## src/rtl/vector_dot_seq.sv

```systemverilog
// Sequential 4-element dot product that time-shares one external multiplier and
// one external adder through go/stb pulses; the block never interprets operand bits.
module vector_dot_seq #(
  parameter int WIDTH   = 32,
  parameter int TIMEOUT = 255
) (
  input  logic             i_clk,
  input  logic             i_rst_n,
  input  logic             i_start,
  input  logic [WIDTH-1:0] i_a0,
  input  logic [WIDTH-1:0] i_a1,
  input  logic [WIDTH-1:0] i_a2,
  input  logic [WIDTH-1:0] i_a3,
  input  logic [WIDTH-1:0] i_b0,
  input  logic [WIDTH-1:0] i_b1,
  input  logic [WIDTH-1:0] i_b2,
  input  logic [WIDTH-1:0] i_b3,
  output logic [WIDTH-1:0] o_out,
  output logic             o_done,
  output logic             o_busy,
  output logic             o_err,
  output logic [WIDTH-1:0] o_mul_a,
  output logic [WIDTH-1:0] o_mul_b,
  output logic             o_mul_go,
  input  logic [WIDTH-1:0] i_mul_res,
  input  logic             i_mul_stb,
  output logic [WIDTH-1:0] o_add_a,
  output logic [WIDTH-1:0] o_add_b,
  output logic             o_add_sub,
  output logic             o_add_go,
  input  logic [WIDTH-1:0] i_add_res,
  input  logic             i_add_stb,
  output logic [2:0]       o_dbg_state
);

  // Handshake: a go pulse marks the operand outputs valid for exactly one cycle;
  // the unit answers with a one-cycle stb (at least one cycle later) carrying its
  // result. stb is only honoured in the matching WAIT state, otherwise dropped.

  localparam int CW = $clog2(TIMEOUT + 2);

  typedef enum logic [2:0] {
    S_IDLE      = 3'd0,
    S_MUL_ISSUE = 3'd1,
    S_MUL_WAIT  = 3'd2,
    S_ADD_ISSUE = 3'd3,
    S_ADD_WAIT  = 3'd4,
    S_DONE      = 3'd5
  } state_t;

  state_t           r_state;
  logic [1:0]       r_idx;
  logic [WIDTH-1:0] r_a1, r_a2, r_a3;
  logic [WIDTH-1:0] r_b1, r_b2, r_b3;
  logic [WIDTH-1:0] r_acc;
  logic [CW-1:0]    r_wcnt;
  logic [WIDTH-1:0] r_out;
  logic             r_done;
  logic             r_busy;
  logic             r_err;
  logic [WIDTH-1:0] r_mul_a, r_mul_b;
  logic             r_mul_go;
  logic [WIDTH-1:0] r_add_a, r_add_b;
  logic             r_add_go;

  logic [1:0]       w_nxt_idx;
  logic [WIDTH-1:0] w_nxt_a, w_nxt_b;
  logic             w_timeout;

  // Element 0 goes straight from the inputs on start, so only 1..3 are stored.
  always_comb begin
    w_nxt_idx = r_idx + 2'd1;
    w_nxt_a   = r_a3;
    w_nxt_b   = r_b3;
    case (w_nxt_idx)
      2'd1:    begin w_nxt_a = r_a1; w_nxt_b = r_b1; end
      2'd2:    begin w_nxt_a = r_a2; w_nxt_b = r_b2; end
      default: begin end
    endcase
  end

  assign w_timeout = (TIMEOUT != 0) && (r_wcnt == CW'(TIMEOUT - 1));

  always_ff @(posedge i_clk or negedge i_rst_n) begin
    if (!i_rst_n) begin
      r_state  <= S_IDLE;
      r_idx    <= 2'd0;
      r_a1     <= '0;
      r_a2     <= '0;
      r_a3     <= '0;
      r_b1     <= '0;
      r_b2     <= '0;
      r_b3     <= '0;
      r_acc    <= '0;
      r_wcnt   <= '0;
      r_out    <= '0;
      r_done   <= 1'b0;
      r_busy   <= 1'b0;
      r_err    <= 1'b0;
      r_mul_a  <= '0;
      r_mul_b  <= '0;
      r_mul_go <= 1'b0;
      r_add_a  <= '0;
      r_add_b  <= '0;
      r_add_go <= 1'b0;
    end else begin
      r_done   <= 1'b0;
      r_err    <= 1'b0;
      r_mul_go <= 1'b0;
      r_add_go <= 1'b0;
      case (r_state)
        S_IDLE: begin
          if (i_start) begin
            r_a1     <= i_a1;
            r_a2     <= i_a2;
            r_a3     <= i_a3;
            r_b1     <= i_b1;
            r_b2     <= i_b2;
            r_b3     <= i_b3;
            r_idx    <= 2'd0;
            r_busy   <= 1'b1;
            r_mul_a  <= i_a0;
            r_mul_b  <= i_b0;
            r_mul_go <= 1'b1;
            r_state  <= S_MUL_ISSUE;
          end
        end
        S_MUL_ISSUE: begin
          r_wcnt  <= '0;
          r_state <= S_MUL_WAIT;
        end
        S_MUL_WAIT: begin
          if (i_mul_stb) begin
            if (r_idx == 2'd0) begin
              // First product seeds the accumulator without an add.
              r_acc    <= i_mul_res;
              r_idx    <= 2'd1;
              r_mul_a  <= w_nxt_a;
              r_mul_b  <= w_nxt_b;
              r_mul_go <= 1'b1;
              r_state  <= S_MUL_ISSUE;
            end else begin
              r_add_a  <= r_acc;
              r_add_b  <= i_mul_res;
              r_add_go <= 1'b1;
              r_state  <= S_ADD_ISSUE;
            end
          end else if (w_timeout) begin
            r_err   <= 1'b1;
            r_busy  <= 1'b0;
            r_state <= S_IDLE;
          end else begin
            r_wcnt <= r_wcnt + CW'(1);
          end
        end
        S_ADD_ISSUE: begin
          r_wcnt  <= '0;
          r_state <= S_ADD_WAIT;
        end
        S_ADD_WAIT: begin
          if (i_add_stb) begin
            r_acc <= i_add_res;
            if (r_idx == 2'd3) begin
              r_out   <= i_add_res;
              r_done  <= 1'b1;
              r_busy  <= 1'b0;
              r_state <= S_DONE;
            end else begin
              r_idx    <= w_nxt_idx;
              r_mul_a  <= w_nxt_a;
              r_mul_b  <= w_nxt_b;
              r_mul_go <= 1'b1;
              r_state  <= S_MUL_ISSUE;
            end
          end else if (w_timeout) begin
            r_err   <= 1'b1;
            r_busy  <= 1'b0;
            r_state <= S_IDLE;
          end else begin
            r_wcnt <= r_wcnt + CW'(1);
          end
        end
        S_DONE: begin
          r_state <= S_IDLE;
        end
        default: begin
          r_state <= S_IDLE;
        end
      endcase
    end
  end

  assign o_out       = r_out;
  assign o_done      = r_done;
  assign o_busy      = r_busy;
  assign o_err       = r_err;
  assign o_mul_a     = r_mul_a;
  assign o_mul_b     = r_mul_b;
  assign o_mul_go    = r_mul_go;
  assign o_add_a     = r_add_a;
  assign o_add_b     = r_add_b;
  assign o_add_sub   = 1'b0;
  assign o_add_go    = r_add_go;
  assign o_dbg_state = r_state;

endmodule

```

## config.mk

```make
export PLATFORM = sky130hd
export DESIGN_NAME = vector_dot_seq
export DESIGN_NICKNAME = d
export VERILOG_FILES = /design/src/rtl/vector_dot_seq.sv
export SDC_FILE = /design/constraint.sdc
export NUM_CORES = 1
export LEC_CHECK = 0
export BUFFER_PORTS_ARGS = -buffer_cell sky130_fd_sc_hd__buf_2
export CORE_AREA = 2 2 193 195
export CTS_CLUSTER_SIZE = 30
export DETAILED_ROUTE_END_ITERATION = 10
export DIE_AREA = 0 0 195 197
export PLACE_DENSITY = 0.84
export SLEW_MARGIN = 25
export SYNTH_ARGS = -nofsm -noshare
export SYNTH_HDL_FRONTEND = slang
export SYNTH_SLANG_ARGS = --single-unit
```

## constraint.sdc

```tcl
create_clock -name i_clk -period 4.8 [get_ports i_clk]
set_input_delay 0.72 -clock i_clk [delete_from_list [all_inputs] [get_ports i_clk]]
set_output_delay 0.72 -clock i_clk [all_outputs]
set_load 0.005 [all_outputs]
```

# [After elaboration in Yosys (flattened, before gate mapping)]
# Index checks and enable logic that the tools add are counted.
[op_classes] addsub=2 eq_ne=16 mux=57 bitwise_logic=1 n_reduce_logical=13
[op_table] op="32-bit two-way mux" n=13
[op_table] op="32-bit one-hot mux with 2 select lines" n=3
[op_table] op="32-bit one-hot mux with 3 select lines" n=2
[op_table] op="9-bit two-way mux" n=3
[op_table] op="9-bit one-hot mux with 3 select lines" n=1
[op_table] op="1-bit two-way mux" n=19
[op_table] op="3-bit two-way mux" n=5
[op_table] op="3-bit one-hot mux with 5 select lines" n=1
[op_table] op="2-bit inequality test, second input constant" n=7
[op_table] op="2-bit two-way mux" n=6
[op_table] op="9-bit by 1-bit adder with 9-bit output, second input constant" n=1
[op_table] op="9-bit by 8-bit == test with 1-bit output, second input constant" n=1
[op_table] op="3-bit AND reduction" n=3
[op_table] op="4-bit AND reduction" n=2
[op_table] op="3-bit by 2-bit == test with 1-bit output, second input constant" n=2
[op_table] op="1-bit one-hot mux with 3 select lines" n=2
[op_table] op="2-bit one-hot mux with 3 select lines" n=1
[op_table] op="6-bit AND reduction" n=1
[op_table] op="3-bit nonzero test" n=2
[op_table] op="2-bit == test, second input constant" n=2
[op_table] op="3-bit by 1-bit == test with 1-bit output, second input constant" n=1
[op_table] op="3-bit == test, second input constant" n=1
[op_table] op="3-bit logical NOT" n=1
[op_table] op="3-bit inequality test, second input constant" n=1
[op_table] op="8 further kinds" n=8
[word_totals] ff_bits=403 input_bits=325 out_inout_bits=169 elab_cells=109

# [Depth between registers and ports, before layout]
[logic_depth] word_depth=6 depth_mapped=9 mapped_depth_nobuf=6

# [Worst setup path after synthesis]
# No wires, ideal clock.
[synth_timing] path_kind="in2reg" startpoint="in i_mul_stb" endpoint="reg r_wcnt[5]" setup_time_ns=0.078 arrival_ns=2.064 required_time_ns=4.722 slack_ns=2.659 path_stages=5 path_buffers=1 cell_sequence="clkbuf_1 > or4b_1 > a21oi_1 > or4b_1 > a21oi_1"
[synth_via] elab_chain_len=2
[synth_lines] element="start: declaration" line="26" text="input logic i_mul_stb,"
[synth_lines] element="2-bit inequality test (no line)"
[synth_lines] element="3-bit AND reduction (no line)"
[synth_lines] element="end signal: assignment" line="153" text="r_wcnt <= r_wcnt + CW'(1);"
[synth_lines] element="end signal: assignment" line="180" text="r_wcnt <= r_wcnt + CW'(1);"
[synth_lines] element="end: declaration" line="56" text="logic [CW-1:0] r_wcnt;"
# Every way passes these cells.
# A chain may end at the register's enable or synchronous reset.

# [Worst setup path after layout]
[layout_timing] startpoint="reg r_state[2], in the netlist o_dbg_state[2]" endpoint="reg r_mul_a[9], in the netlist o_mul_a[9]"
[layout_via] elab_chain_len=3 elab_cells_between_ends=11 cone_classes="7 x eq/ne; 1 x mux; 3 x reduce/logical"
[layout_lines] element="start: declaration" line="51" text="state_t r_state;"
[layout_lines] element="start signal: assignment" line="86" text="r_state <= S_IDLE;"
[layout_lines] element="start signal: assignment" line="125" text="r_state <= S_MUL_ISSUE;"
[layout_lines] element="start signal: assignment" line="130" text="r_state <= S_MUL_WAIT;"
[layout_lines] element="3-bit == test, or another cell as far along" line="111" text="case (r_state)"
[layout_lines] element="2-bit inequality test (no line) / 3-bit nonzero test (equally long branches)"
[layout_lines] element="6-bit AND reduction (no line)"
[layout_lines] element="end signal: assignment" line="122" text="r_mul_a <= i_a0;"
[layout_lines] element="end signal: assignment" line="138" text="r_mul_a <= w_nxt_a;"
[layout_lines] element="end signal: assignment" line="170" text="r_mul_a <= w_nxt_a;"
[layout_lines] element="end: declaration" line="61" text="logic [WIDTH-1:0] r_mul_a, r_mul_b;"
# Several ways; a longest one is shown, not always the timed one.

==> flow_summary.ini <==
[clocking]
cts_root_buf = clkbuf_16
path_clk_slew_ns = 0.06
cts_hold_buffers = 0
clock_sinks = 403
cts_setup_buffers = 0
cts_buffers = 42
clk_latency_ns = 0.56
clockBufferDepth = 3
post_cts_resized = 0
tritoncts = done
htree_levels = 2

[synth]
synth_area_per_cell_sq_um = 10.2
async_flop_share_pct = 100
synth_edf_count = 0
syn_nets = 2041
yosys_register_bits = 403
yosysSeqAreaShare_pct = 57.6
synthFlopType = dfrtp_1
yosysUniqueCellTypes = 48
synthCells = 1711
ys.warnings.count = 0
syn-cell-area_sq_mm = 0.0175
synth_area_leaders = dfrtp_1 58%, nand2_1 13%, mux2_2 10%
yosysTopAreaCellShare_pct = 57.6
netlist.top_cell.by_area = dfrtp_1

[floorplanning]
die-area_sq_mm = 0.0384
core_area_sq_mm = 0.0363
initial_core_util_pct = 48.3
dieWidth_um = 195
io_pins = 494
fp-row-count = 70
die_h_um = 197

[worst_setup_path]
reg2reg_from = o_dbg_state[2]$_DFFE_PN0N_
critPathCaptureType = flip-flop
cp_slowest_cell = dfrtp_1
required_ns = 5.24
slowest_delay_ns = 0.68
cp_common_cell = buf_4
crit_fanout = 43
crit_type = reg -> reg
worstPathCellList = xnor2_2, buf_4, or2_2, buf_4, a21oi_1, mux2_2
arrival_ns = 3.36
worstRegToRegCells = 6
cp-start-kind = flip-flop
startpoint = o_dbg_state[2]$_DFFE_PN0N_

[place]
portBuffers = 492
dp_hpwl_um = 36400
post-place-ws_ns = 1.85
place_congestion = 0.894
place_inst = 2577

[power]
power_density_mw_per_mm2 = 669
p_seq_share_pct = 39.8
p_switching_mw = 5.35
p_total_mw = 14.7
pwr-share-comb_pct = 37.3
p_leak_nw = 11.4
peakVddDrop_v = 0.000376
p_int_mw = 9.30
p_clk_share_pct = 23.0
sw_frac_of_total_pct = 36.5

[sta]
max_freq_mhz = 342
worst_clock_skew_ns = 0.0171
fin_setup_tns_ns = 0
rsz0062_at_grt = false
setup_viol = 0
post-route-period-util_pct = 60.8
finalWorstSetupSlack_ns = 1.88
tightest_slew_ns = 0.968
period_needed_ns = 2.92
drv_slew = 0
relSlewSlack_pct = 35.5
hold_viol = 0

[global_route]
track_usage_pct = 27.3
antenna_found_initial = 11
grt_pass1_wl_um = 82100
grt_pass1_vias = 15100
grt_max_degree = 111
grt-ovfl-total = 0

[detailed_routing]
drt_iter0_markers = 757
finalWirelength_um = 52800
ant_nets = 0
drc_errors = 0
post_drt_via_cell_ratio = 5.55
dr.pass1.iters = 5
num_vias = 14800
drt-wirelength-per-cell_um = 19.9

[finish]
final_nets = 2484
area_growth_pct = 25.0
stdcell_count = 2661
final_cell_mix = 589 x nand2_1, 491 x buf_2, 402 x dfrtp_1
final_common_cell = nand2_1
drive_gt1_share_pct = 34.9

[hold_path]
hold_class = in -> async

[job]
cap_viol_max_count = 0

[outcome]
status = finished clean
## cell usage after synthesis, types with 4 or more instances
cell type,count
buf_4,5
inv_1,72
nand2b_1,4
clkbuf_1,79
buf_2,34
ha_1,5
mux2_2,161
a2111oi_0,65
dfrtp_1,403
mux2i_1,35
or4b_1,4
a21oi_1,103
nor2_1,37
a22o_1,64
nand2_1,590
## stage by stage
step                area (sq um)  utilization, %  hold WS (ns)
finish                     21900            60.4         0.201
global placement           20400            56.2         0.454
floorplan                  17500               -         0.424
CTS                        21800            60.2         0.235
detailed placement         20400            56.3         0.458
global route               21900            60.4         0.288
## per-layer routing
layer	up-vias	track usage, %	wire (um)
li1	6637	-	-
met1	7203	32.9	20100
met2	757	45.9	26100
met3	158	6.11	4150
met4	4	14.4	2500
met5	-	0	29
## critical path: cells and delay by family, from the launching register on
| family | cells | cell delay [ns] |
|---|---|---|
| compound gates | 1 | 0.17 |
| buf+inv | 2 | 0.89 |
| mux | 1 | 0.29 |
| xor+xnor | 1 | 0.17 |
| flops | 1 | 0.68 |
| simple gates | 1 | 0.56 |
## power by group through the flow
stage	sequential, mW	combinational [mW]	clock (mW)
floorplan	5.62	3.49	0
global placement	5.75	5.14	0
detailed placement	5.84	5.42	0
CTS	5.80	5.48	3.44
global route	5.98	6.02	3.57
finish	5.83	5.46	3.37
## logic make-up after synthesis
logic type | synth area share [%]
and+or+nand+nor | 14.8
other | 0.0214
DFF | 57.6
buffers and inverters | 4.55
adders and majority gates | 0.357
muxes | 12.4
AOI/OAI and AO/OA | 10.3
xor gates and xnor gates | 0.0500
## layout make-up
class	instances	area, sq um
Tap cell	468	586
Timing Repair Buffer	519	2780
Antenna cell	8	20.0
Clock inverter	13	135
Clock buffer	62	1310
Sequential cell	403	10100
Inverter	72	270
Multi-Input combinational cell	1116	6710
Fill cell	2930	14400
## path summary, 6_finish.rpt
kind | end | slack (ns)
max | o_mul_a[9]$_DFFE_PN0P_ | 1.88
min | o_add_a[5]$_DFFE_PN0P_ | 0.20
max reg2reg | o_mul_a[9]$_DFFE_PN0P_ | 1.88
min reg2reg | r_b3[13]$_DFFE_PN0P_ | 0.48
max in group asynchronous | r_b1[9]$_DFFE_PN0P_ | 3.46
min in group i_clk | r_a2[17]$_DFFE_PN0P_ | 0.35
Power figures use the tool's default switching activity.
